<file path="src/rtl/core_pkg.sv">
// Shared definitions for the RV32I core: data width, reset PC, bubble instruction
// and the IF/DE pipeline register payload.
package core_pkg;

  localparam int          XLEN             = 32;
  localparam logic [31:0] NOP_INST         = 32'h0000_0013;
  localparam logic [31:0] RESET_PC_DEFAULT = 32'h0000_0000;

  // Payload carried from fetch to decode
  typedef struct packed {
    logic [XLEN-1:0] inst;
    logic [XLEN-1:0] pc;
    logic [XLEN-1:0] pc4;
    logic            valid;
  } if_de_t;

  // Sequential next-PC; wraps modulo 2^32
  function automatic logic [XLEN-1:0] pc_plus4(input logic [XLEN-1:0] pc);
    return pc + 32'd4;
  endfunction

  // Force word alignment of a byte address
  function automatic logic [XLEN-1:0] word_align(input logic [XLEN-1:0] addr);
    return addr & ~32'd3;
  endfunction

endpackage

</file>
<file path="src/rtl/if_de_reg.sv">
// IF/DE pipeline register. Flush turns the slot into a NOP bubble while keeping
// the previous pc/pc4; flush wins over stall, stall holds everything.
module if_de_reg
  import core_pkg::*;
#(
  parameter logic [31:0] BUBBLE_INST = NOP_INST
) (
  input  logic   clk,
  input  logic   rst_n,
  input  logic   stall,
  input  logic   flush,
  input  if_de_t d,
  output if_de_t q
);

  // Reset to a bubble, then flush > stall > load
  always_ff @(posedge clk) begin
    if (!rst_n) begin
      q.inst  <= BUBBLE_INST;
      q.pc    <= '0;
      q.pc4   <= 32'h0000_0004;
      q.valid <= 1'b0;
    end else if (flush) begin
      q.inst  <= BUBBLE_INST;
      q.valid <= 1'b0;
    end else if (!stall) begin
      q <= d;
    end
  end

endmodule

</file>
<file path="src/rtl/fetch_stage.sv">
// Instruction-fetch stage: PC register, next-PC selection (redirect / hold / +4),
// performance counters, and the IF/DE register feeding decode.
module fetch_stage
  import core_pkg::*;
#(
  parameter logic [31:0] RESET_PC = RESET_PC_DEFAULT,
  parameter logic [31:0] NOP_INST = core_pkg::NOP_INST
) (
  input  logic        clk,
  input  logic        rst_n,
  output logic [31:0] imem_addr,
  input  logic [31:0] imem_rdata,
  input  logic        stall_de,
  input  logic        br_taken_ex,
  input  logic [31:0] br_target_ex,
  output logic [31:0] inst_de,
  output logic [31:0] pc_de,
  output logic [31:0] pc4_de,
  output logic        valid_de,
  output logic [31:0] fetch_cnt,
  output logic [31:0] flush_cnt
);

  logic [31:0] pc_if;
  if_de_t      if_d;
  if_de_t      de_q;

  assign imem_addr = pc_if;

  // Word fetched this cycle, tagged with its PC, ready to enter IF/DE
  always_comb begin
    if_d       = '0;
    if_d.inst  = imem_rdata;
    if_d.pc    = pc_if;
    if_d.pc4   = pc_plus4(pc_if);
    if_d.valid = 1'b1;
  end

  // PC register: redirect beats stall, otherwise step to the next word
  always_ff @(posedge clk) begin
    if (!rst_n) begin
      pc_if <= word_align(RESET_PC);
    end else if (br_taken_ex) begin
      pc_if <= word_align(br_target_ex);
    end else if (!stall_de) begin
      pc_if <= pc_plus4(pc_if);
    end
  end

  // Perf counters: loads into IF/DE and redirects taken, both wrapping silently
  always_ff @(posedge clk) begin
    if (!rst_n) begin
      fetch_cnt <= '0;
      flush_cnt <= '0;
    end else if (br_taken_ex) begin
      flush_cnt <= flush_cnt + 32'd1;
    end else if (!stall_de) begin
      fetch_cnt <= fetch_cnt + 32'd1;
    end
  end

  if_de_reg #(
    .BUBBLE_INST(NOP_INST)
  ) u_if_de_reg (
    .clk  (clk),
    .rst_n(rst_n),
    .stall(stall_de),
    .flush(br_taken_ex),
    .d    (if_d),
    .q    (de_q)
  );

  assign inst_de  = de_q.inst;
  assign pc_de    = de_q.pc;
  assign pc4_de   = de_q.pc4;
  assign valid_de = de_q.valid;

endmodule

</file>
<file path="config.mk">
export PLATFORM = sky130hd
export DESIGN_NAME = fetch_stage
export DESIGN_NICKNAME = d
export VERILOG_FILES = /design/src/rtl/core_pkg.sv /design/src/rtl/if_de_reg.sv /design/src/rtl/fetch_stage.sv
export SDC_FILE = /design/constraint.sdc
export NUM_CORES = 1
export LEC_CHECK = 0
export ABC_AREA = 1
export BUFFER_PORTS_ARGS = -buffer_cell sky130_fd_sc_hd__buf_2
export CAP_MARGIN = 20
export CORE_ASPECT_RATIO = 0.75
export CORE_UTILIZATION = 50
export DETAILED_ROUTE_END_ITERATION = 8
export GPL_TIMING_DRIVEN = 0
export PLACE_DENSITY = 0.78
export SLEW_MARGIN = 10
export SYNTH_ARGS = -nofsm -noshare
export SYNTH_HDL_FRONTEND = slang
export SYNTH_SLANG_ARGS = --single-unit
</file>
<file path="constraint.sdc">
create_clock -name clk -period 2.07 [get_ports clk]
set_input_delay 0.414 -clock clk [delete_from_list [all_inputs] [get_ports clk]]
set_output_delay 0.414 -clock clk [all_outputs]
set_load 0.01 [all_outputs]
</file>
==> results of run 1 <==
## cells in the mapped netlist
cell type / instances / area share (%)
buf_4: 37 / 3.2
a31oi_1: 7 / 0.50
buf_2: 13 / 0.75
nand2_1: 338 / 15
nor2_2: 7 / 0.50
inv_4: 1 / 0.072
nand3_4: 2 / 0.40
nand2_4: 2 / 0.26
a22o_1: 8 / 0.80
dfxtp_1: 187 / 43
nand4_1: 11 / 0.79
o211ai_1: 1 / 0.086
o21a_1: 2 / 0.17
or2_2: 1 / 0.072
nor2_8: 1 / 0.23
a211oi_1: 1 / 0.086
buf_6: 2 / 0.26
ha_1: 3 / 0.43
conb_1: 1 / 0.043
nand3_2: 1 / 0.11
inv_1: 121 / 5.2
xor2_1: 11 / 1.1
nor3_2: 1 / 0.11
clkbuf_1: 29 / 1.2
and2_1: 1 / 0.072
inv_8: 1 / 0.13
nor2_1: 169 / 7.3
nor3_1: 13 / 0.75
nand2_2: 4 / 0.29
nor2_4: 11 / 1.4
xnor2_1: 4 / 0.40
buf_1: 2 / 0.086
o21ai_0: 77 / 4.4
nand3_1: 59 / 3.4
a21oi_1: 135 / 7.7
inv_2: 2 / 0.086
and3_1: 1 / 0.072
nand3b_1: 1 / 0.086
## per-layer routing
layer	vias to the layer above	share of wire, %	GRT usage [%]
met5	-	0.049	0
met4	2	1.0	7.13
met3	22	9.5	9.31
met2	382	43	46.9
met1	4073	46	40.3
li1	4549	-	-
## sequential cells by signal, indices dropped and copies added, names as in the netlist
signal,flops
fetch_cnt,32
imem_addr,30
u_if_de_reg.q,93
flush_cnt,32
## path summary, 6_finish.rpt
kind | endpoint | slack [ns] | cells past startpoint
max | imem_addr[14] | 0.35 | 8
min | u_if_de_reg.q[65] | 0.20 | 3
max reg2reg | imem_addr[14] | 0.35 | 8
min reg2reg | u_if_de_reg.q[89] | 0.46 | 2
## final cells by class
| type | count | area (sq um) | share of cell area, % |
|---|---|---|---|
| multi-input combinational | 878 | 4050 | 37.3 |
| clock buffer | 17 | 425 | 3.93 |
| timing repair buffer | 250 | 1250 | 11.5 |
| inverter | 125 | 479 | 4.42 |
| sequential | 187 | 3740 | 34.5 |
| tap | 215 | 269 | 2.48 |
| antenna | 2 | 5.00 | 0.0462 |
| clock inverter | 15 | 136 | 1.26 |
| buffer | 83 | 482 | 4.45 |
## cells by family after synthesis
family	count (synthesis)	share of synthesized area, %
compound gates	231	13.8
xor+xnor	15	1.50
fa+ha+maj	3	0.430
buf+inv	208	11.0
flops	187	42.9
other cells	1	0.0430
simple gates	623	30.3
## cell usage in the layout (no fill, tap or decap), types with 13 or more instances in the layout
cell type  count
buf_4         37
nor2_1       169
dfxtp_1      187
o21ai_0       77
inv_1        121
buf_2        263
clkbuf_16     17
nand2_1      338
clkbuf_1      29
a21oi_1      135
nand3_1       59
nor3_1        13
## report_power, final
part | internal, mW | switching [mW]
logic | 0.299 | 0.464
registers | 3.71 | 0.109
clock network | 1.59 | 1.57
## tightest hold or removal path, cell delays in order
cell and delay, ns:
buf_2 0.08, nand2_1 0.04, nand3_1 0.06
==> metrics.yaml, run 1 <==
outcome: "finished, final reports clean"
fin_crit_ns: 1.72
overflow: 0
antenna_left: 0
cpLargestDelayFamily: "simple AND/OR/NAND/NOR gates"
cts_buffer_depth: 2
preCtsSetupSlack_ns: 0.156
grt_pass1_wl_mm: 41.7
rsz0062_at_grt: "false"
power.total_mw: 7.74
avgSynthCellArea_sq_um: 6.89
first_iter_violations: 704
via_count: 9028
tns_ns: 0
ctsResizeCount: 0
cts_tree: "yes"
setup_violations: 0
ys_warn_count: 0
die_y_microns: 116
finalCoreUtilization_pct: 64.0
gp_congestion: 0.946
drive_gt1_share_pct: 23.7
placementRows: 41
netlist_area_sq_um: 8730
cp-start-kind: "register"
finalMaxSlewViolations: 0
fin_cells: 1772
port_buffers: 250
startpoint: "imem_addr[3]"
clkLatencyLatePin_ns: 0.43
cp_max_fo: 6
cpMaxStageDelayCell: "dfxtp_1"
dr.pass1.iters: 7
place_area_sq_um: 10300
cpPeakStageDelay_ns: 0.42
drc: 0
grt_max_degree: 19
core_area_sq_um: 16900
hp-start: "imem_rdata[0]"
crit_chain: "ha_1 -> nand2_1 -> nor2_4 -> nand3_4 -> inv_1 -> a21oi_1 -> o21ai_0 -> a21oi_1"
critPathMostFrequentCell: "a21oi_1"
ioPinCount: 261
hpwlAfterDp_mm: 20.4
die-area_sq_um: 18000
cp.arrival_ns: 2.01
hold_buffers: 0
endpoint_kind: "register"
clk_pin_slew_ns: 0.07
p_leak_nw: 4.97
r2r_start: "imem_addr[3]"
cp.required_ns: 2.36
antenna_found_initial: 3
routed_wl_mm: 26.8
finalInstanceArea_sq_um: 10800
syn_inst: 1268
max_clock_freq_mhz: 582
htreeDepth: 4
grt_pass1_vias: 8040
worst-path-buf-inv: 1
grtUsageTotal_pct: 29.9
initial_core_util_pct: 51.6
layout_setup_ws_ns: 0.351
slew_headroom_pct: 47.8
holdWs_ns: 0.200
cts_root_buffer: "clkbuf_16"
max-vdd-ir-drop_mv: 0.551
cts_made_buffers: 17
clock_sinks: 187
final-hold-violation-count: 0
post-cts-setup-buffer-count: 0
area_delta_synth_final_pct: 24.1
final_nets: 1613
routed_via_density: 5.09
ys_seq_elements: 187
routedWlPerCell_microns: 15.1
power_density_nw_per_um2: 714
min_period_over_period_pct: 83.0
worst_pin_slew_ns: 0.784
maxCapViolations: 0
nFillCells: 1569
synth_seq_area_share_pct: 42.9
skew_ns: 0.00952
setup.worst_path.class: "reg -> reg"
post-place-cells: 1738
min_path_type: "in -> reg"
synthDistinctLibCells: 38
die_x_microns: 155
Note: power is estimated with default switching activity, not from simulation.
==> run 2: changes to the inputs <==
--- a/config.mk
+++ b/config.mk
@@ -9,10 +9,10 @@
 export BUFFER_PORTS_ARGS = -buffer_cell sky130_fd_sc_hd__buf_2
 export CAP_MARGIN = 20
 export CORE_ASPECT_RATIO = 0.75
-export CORE_UTILIZATION = 50
+export CORE_UTILIZATION = 47
 export DETAILED_ROUTE_END_ITERATION = 8
 export GPL_TIMING_DRIVEN = 0
-export PLACE_DENSITY = 0.78
+export PLACE_DENSITY = 0.77
 export SLEW_MARGIN = 10
 export SYNTH_ARGS = -nofsm -noshare
 export SYNTH_HDL_FRONTEND = slang
==> constraint.sdc (replaced) <==
create_clock -name clk -period 1.5 [get_ports clk]
set_input_delay 0.3 -clock clk [delete_from_list [all_inputs] [get_ports clk]]
set_output_delay 0.3 -clock clk [all_outputs]
set_load 0.01 [all_outputs]
==> metrics.yaml, run 2 (same netlist as run 1, synthesis figures left out) <==
die-area_sq_um: 19100  # +6.3%
initial_core_util_pct: 48.7  # -2.9 points
p_clk_share_pct: 41.9  # +1.1 points
combPwrFrac_pct: 10.0  # about the same
clk_pin_slew_ns: 0.07  # about the same
ioPinCount: 261  # unchanged
rsz0062_at_grt: "true"
slew_headroom_pct: 46.7  # -1.1 points
cts_tree: "yes"
cts_root_buffer: "clkbuf_16"
cp_max_fo: 6  # unchanged
fin_crit_ns: 1.53  # -0.191 ns
violations: "negative setup slack"
nFillCells: 1618  # +3.1%
clock_sinks: 187  # unchanged
outcome: "finished with violations"
grt_max_degree: 18  # -1
max-vdd-ir-drop_mv: 0.681  # +24%
setup_violations: 8  # +8
sw_frac_of_total_pct: 26.6  # -1.1 points
endpoint_kind: "register"
via_count: 9282  # +2.8%
dr.pass1.iters: 5  # -2
layout_setup_ws_ns: -0.0283  # -0.379 ns
drive_gt1_share_pct: 33.9  # +10 points
placementRows: 42  # +2.4%
overflow: 0  # unchanged
place_area_sq_um: 10300  # +0.33%
p_seq_share_pct: 48.1  # -1.2 points
routedWlPerCell_microns: 15.6  # +3.1%
final_nets: 1631  # +1.1%
maxCapViolations: 0  # unchanged
mostFrequentLayoutCell: "nand2_1"
cts_buffer_depth: 2  # unchanged
routed_via_density: 5.11  # +0.38%
p_leak_nw: 5.18  # +4.2%
die_x_microns: 159  # +3.1%
largestRegisters: "u_if_de_reg.q: 93 flops, fetch_cnt: 32 flops, flush_cnt: 32 flops"
layout_common_cells: "nand2_1, buf_2, dfxtp_1"
finalInstanceArea_sq_um: 11600  # +6.8%
internal_power_mw: 8.04  # +44%
final-hold-violation-count: 0  # unchanged
antenna_left: 0  # unchanged
area_delta_synth_final_pct: 32.5
finalCoreUtilization_pct: 64.6  # +0.57 points
min_path_type: "in -> reg"
switching_power_mw: 2.92  # +36%
drc: 0  # unchanged
port_buffers: 250  # unchanged
diodes: 0  # -2
finalMaxSlewViolations: 0  # unchanged
cp.arrival_ns: 1.88  # -0.13 ns
grt_pass1_wl_mm: 43.7  # +4.7%
clkLatencyLatePin_ns: 0.43  # about the same
worst_pin_slew_ns: 0.800  # +0.0161 ns
first_iter_violations: 794  # +13%
htreeDepth: 4  # unchanged
hpwlAfterDp_mm: 20.9  # +2.8%
cts_made_buffers: 17  # unchanged
gp_congestion: 0.924  # -2.3%
die_y_microns: 120  # +3.1%
skew_ns: 0.0103  # +0.000805 ns
antenna_found_initial: 1  # -2
max_clock_freq_mhz: 654  # +12%
routed_wl_mm: 28.3  # +5.6%
min_period_over_period_pct: 102  # +19 points
top_register: "u_if_de_reg.q"
grt_pass1_vias: 8355  # +3.9%
core_area_sq_um: 17900  # +5.9%
largest_reg_flops: 93  # unchanged
hold_buffers: 0  # unchanged
cp.required_ns: 1.85  # -0.51 ns
setup.worst_path.class: "reg -> reg"
grtUsageTotal_pct: 29.0  # -0.93 points
cp-start-kind: "register"
power_density_nw_per_um2: 947  # +33%
[run 2: final timing paths]
check,from,end,depth (start not counted),slack (ns)
min,imem_rdata[4],u_if_de_reg.q[69],3,0.08
max reg2reg,imem_addr[3],imem_addr[16],7,-0.03
min reg2reg,fetch_cnt[12],fetch_cnt[12],1,0.46
max,imem_addr[3],imem_addr[16],7,-0.03
[run 2: worst max-delay path, stage by stage (launching register included)]
cell and delay (ns):
dfxtp_4 0.40, ha_4 0.18, nand2_4 0.06, nor2_4 0.17, nand3_4 0.15, o21ai_0 0.18, nand3_1 0.15, a21oi_2 0.15
[run 2: per-stage QoR]
step,hold slack [ns],setup TNS (ns),power (mW),setup WS (ns),std cells
final,0.0777,-0.134,11.0,-0.0283,1815
after global routing,0.0796,-1.84,11.4,-0.0952,1815
after CTS,0.0670,-0.0719,11.0,-0.0228,1808
after detailed placement,0.445,-17.31,6.42,-0.353,1765
after global placement,0.439,-15.29,6.40,-0.309,1765
after floorplan,0.426,0,5.95,0.0500,1273
[run 2: what timing repair did]
action	4_1_cts	5_1_grt
setup buffers	11	7
setup endpoints to repair	80	98
pin swaps	11	30
resized for setup	48	155
[run 2: area by class of cell]
cell class	count	area, sq um	area share (%)
Timing Repair Buffer	268	1390	12.0
Tap cell	242	303	2.62
Clock buffer	18	429	3.71
Multi-Input combinational cell	878	4460	38.6
Buffer	83	489	4.23
Clock inverter	14	158	1.36
Sequential cell	187	3860	33.4
Inverter	125	479	4.14
[run 2: metal layers]
layer	wire length [microns]	GRT usage [%]
met4	395	7.45
met5	8	0
met2	12700	46.1
met1	12600	38.9
met3	2600	7.71
[run 2: power by group through the flow]
stage / registers, mW / logic (mW) / clock network, mW
4_1_cts: 5.27 / 1.06 / 4.66
2_1_floorplan: 5.39 / 0.564 / 0
5_1_grt: 5.29 / 1.21 / 4.87
3_3_place_gp: 5.38 / 1.02 / 0
3_5_place_dp: 5.38 / 1.04 / 0
6_report: 5.27 / 1.10 / 4.59
==> run 3: changes to the inputs <==
--- a/config.mk
+++ b/config.mk
@@ -5,7 +5,7 @@
 export SDC_FILE = /design/constraint.sdc
 export NUM_CORES = 1
 export LEC_CHECK = 0
-export ABC_AREA = 1
+export ABC_AREA = 0
 export BUFFER_PORTS_ARGS = -buffer_cell sky130_fd_sc_hd__buf_2
 export CAP_MARGIN = 20
 export CORE_ASPECT_RATIO = 0.75
==> metrics.yaml, run 3 <==
dr.pass1.iters: 7  # +2
synthTopCellsByCount: "dfxtp_1, nand2_1, a21oi_1, nor2_1, o21ai_0"
cp-start-kind: "register"
cts_root_buffer: "clkbuf_16"
cp.arrival_ns: 2.49  # +0.61 ns
fin_crit_ns: 2.15  # +0.624 ns
diodes: 0  # unchanged
cts_made_buffers: 17  # unchanged
port_buffers: 252  # +0.80%
cpMaxStageDelayCell: "or2_4"
seq_area_sq_um: 3890  # +0.68%
r2r_start: "imem_addr[2]"
synth_seq_area_share_pct: 43.5  # +0.63 points
drive_gt1_share_pct: 50.3  # +16 points
cp.required_ns: 1.84  # about the same
cts_tree: "yes"
antenna_left: 0  # unchanged
min_period_over_period_pct: 143  # +42 points
first_iter_violations: 1423  # +79%
nFillCells: 1206  # -25%
grt_pass1_wl_mm: 49.3  # +13%
ys_warn_count: 0  # unchanged
grt_max_degree: 20  # +2
hpwlAfterDp_mm: 19.9  # -5.1%
cp_max_fo: 6  # unchanged
core_area_sq_um: 17800  # -0.88%
max-vdd-ir-drop_mv: 0.727  # +6.9%
ioPinCount: 261  # unchanged
mostFrequentLayoutCell: "buf_2"
synth_top_cell_area_share_pct: 43.5  # +0.63 points
regToRegSetupSlack_ns: -0.65  # -0.62 ns
power.total_mw: 11.6  # +6.1%
syn_inst: 1016  # -20%
hold_buffers: 0  # unchanged
clk_pin_slew_ns: 0.08  # about the same
clock_sinks: 187  # unchanged
routed_wl_mm: 36.1  # +28%
initial_core_util_pct: 48.4  # -0.28 points
area_delta_synth_final_pct: 59.0
ys_top_cells_by_area: "dfxtp_1, a21oi_1, mux2i_1, nand2_1, o21ai_0"
synthArstFlopShare_pct: 0  # unchanged
final-hold-violation-count: 0  # unchanged
rr_endpoint: "imem_addr[26]"
endpoint_kind: "register"
crit_chain: "ha_4 -> nand4b_1 -> or2_4 -> clkbuf_16 -> o31a_1 -> o311a_1"
ff2ff_path_depth: 6  # -1
layout_setup_ws_ns: -0.652  # -0.624 ns
grt_pass1_vias: 9105  # +9.0%
cts_buffer_depth: 2  # unchanged
power_density_nw_per_um2: 850  # -10%
largestRegisters: "u_if_de_reg.q: 93 flops, fetch_cnt: 32 flops, flush_cnt: 32 flops"
placementRows: 42  # unchanged
layout_common_cells: "buf_2, buf_4, dfxtp_1"
max_clock_freq_mhz: 465  # -29%
antenna_found_initial: 0  # -1
violations: "negative setup slack"
holdWs_ns: 0.0729  # -0.00477 ns
htreeDepth: 4  # unchanged
worst_pin_slew_ns: 0.839  # +0.0387 ns
die-area_sq_um: 18900  # -1.4%
startpoint: "imem_addr[2]"
cpPeakStageDelay_ns: 0.41  # about the same
p_leak_nw: 5.89  # +14%
multiInputGateArea_sq_um: 5330  # +19%
die_x_microns: 158  # -0.72%
ys.flop_type: "dfxtp_1"
routedWlPerCell_microns: 21.5  # +38%
largest_reg_flops: 93  # unchanged
post-synth-top-count-cell: "dfxtp_1"
preCtsSetupSlack_ns: -0.851  # -0.497 ns
grtUsageTotal_pct: 33.9  # +4.9 points
avgSynthCellArea_sq_um: 8.47  # +23%
skew_ns: 0.0174  # +0.00711 ns
slew_headroom_pct: 44.1  # -2.6 points
routed_via_density: 6.09  # +19%
outcome: "finished with violations"
synthDistinctLibCells: 51  # +34%
top_register: "u_if_de_reg.q"
crit_path_end: "imem_addr[26]"
synth.largest_area_cell: "dfxtp_1"
final_nets: 1499  # -8.1%
synth_edf_count: 0  # unchanged
clkLatencyLatePin_ns: 0.46  # +0.03 ns
overflow: 0  # unchanged
setup_violations: 95  # +87
setup.worst_path.class: "reg -> reg"
finalMaxSlewViolations: 0  # unchanged
maxCapViolations: 0  # unchanged
die_y_microns: 119  # -0.72%
netlist_area_sq_um: 8600  # -1.4%
drc: 0  # unchanged
min_path_type: "in -> reg"
via_count: 10252  # +10%
rsz0062_at_grt: "true"
gp_congestion: 0.893  # -3.4%
ys_seq_elements: 187  # unchanged
==> run 3: cell types whose count changed after synthesis, moves of 33 or more <==
cell / before / now
nand2_1: 338 / 101
inv_1: 121 / 12
nor2_1: 169 / 70
a21oi_1: 135 / 92
mux2i_1: 0 / 38
or4_1: 0 / 37
nand3_1: 59 / 26
o31ai_1: 0 / 33
==> run 3: per-stage QoR <==
stage                     cells  TNS, ns  cell area (sq um)  utilization, %
after floorplan            1021   -14.46               9030               -
after global placement     1515   -98.95              10600            59.7
after detailed placement   1515  -101.31              10600            59.7
after CTS                  1650   -21.56              12800            72.0
after global routing       1683   -36.28              13700            77.0
final                      1683   -32.28              13700            77.0
==> run 3: critical path, delay by kind of cell, from the launching register on <==
family	cells	cell delay, ns
DFF	1	0.37
adders and majority gates	1	0.18
buffers and inverters	1	0.17
and+or+nand+nor	2	0.74
AOI/OAI and AO/OA	2	0.58
==> run 3: area by class of cell <==
class | instances | share of cell area, %
Sequential cell | 187 | 28.4
Inverter | 14 | 0.384
Buffer | 107 | 6.48
Clock inverter | 14 | 1.23
Clock buffer | 18 | 3.29
Timing Repair Buffer | 398 | 19.1
Multi-Input combinational cell | 703 | 38.9
Tap cell | 242 | 2.21
==> run 3: what timing repair did <==
item,4_1_cts,5_1_grt
buffers inserted,107,41
endpoints found under the setup margin,163,140
gates cloned,5,2
pin swaps,102,94
gates resized for setup,180,155
==> run 3: report_power, final <==
part	leakage (nW)	switching (mW)	internal, mW
clock network	0.305	2.34	2.50
registers	1.56	0.175	5.11
logic	4.02	0.837	0.672
==> run 3: cell families (layout without fill, tap and decap cells) <==
| kind of cell | count (synthesis) | in the layout | synth area share, % |
|---|---|---|---|
| buffers and inverters | 131 | 551 | 7.62 |
| adders and majority gates | 3 | 3 | 0.436 |
| xor gates and xnor gates | 48 | 48 | 4.89 |
| AOI/OAI and AO/OA | 234 | 234 | 15.8 |
| DFF | 187 | 187 | 43.5 |
| other | 1 | 6 | 0.0436 |
| and+or+nand+nor | 374 | 374 | 23.2 |
| muxes | 38 | 38 | 4.42 |
==> run 3: per-layer routing <==
metal  vias to the layer above  routed length [microns]  global-route usage (%)  part of all wire, %
met1                      4824                    13900                    43.3                   38
li1                       4488                        -                       -                    -
met5                         -                        0                       0                    0
met4                         0                     1600                    16.0                  4.4
met2                       776                    16700                    52.7                   46
met3                       164                     3990                    9.13                   11
==> run 3: how the worst min path moves through the flow <==
stage                          start  cells past startpoint  slack (ns)           endpoint
global route          imem_rdata[30]                      3        0.07  u_if_de_reg.q[95]
finish                imem_rdata[25]                      3        0.07  u_if_de_reg.q[90]
CTS                   imem_rdata[19]                      3        0.08  u_if_de_reg.q[84]
detailed placement  u_if_de_reg.q[0]                      2        0.45   u_if_de_reg.q[0]
floorplan            br_target_ex[2]                      2        0.43       imem_addr[2]
global placement    u_if_de_reg.q[0]                      2        0.43   u_if_de_reg.q[0]
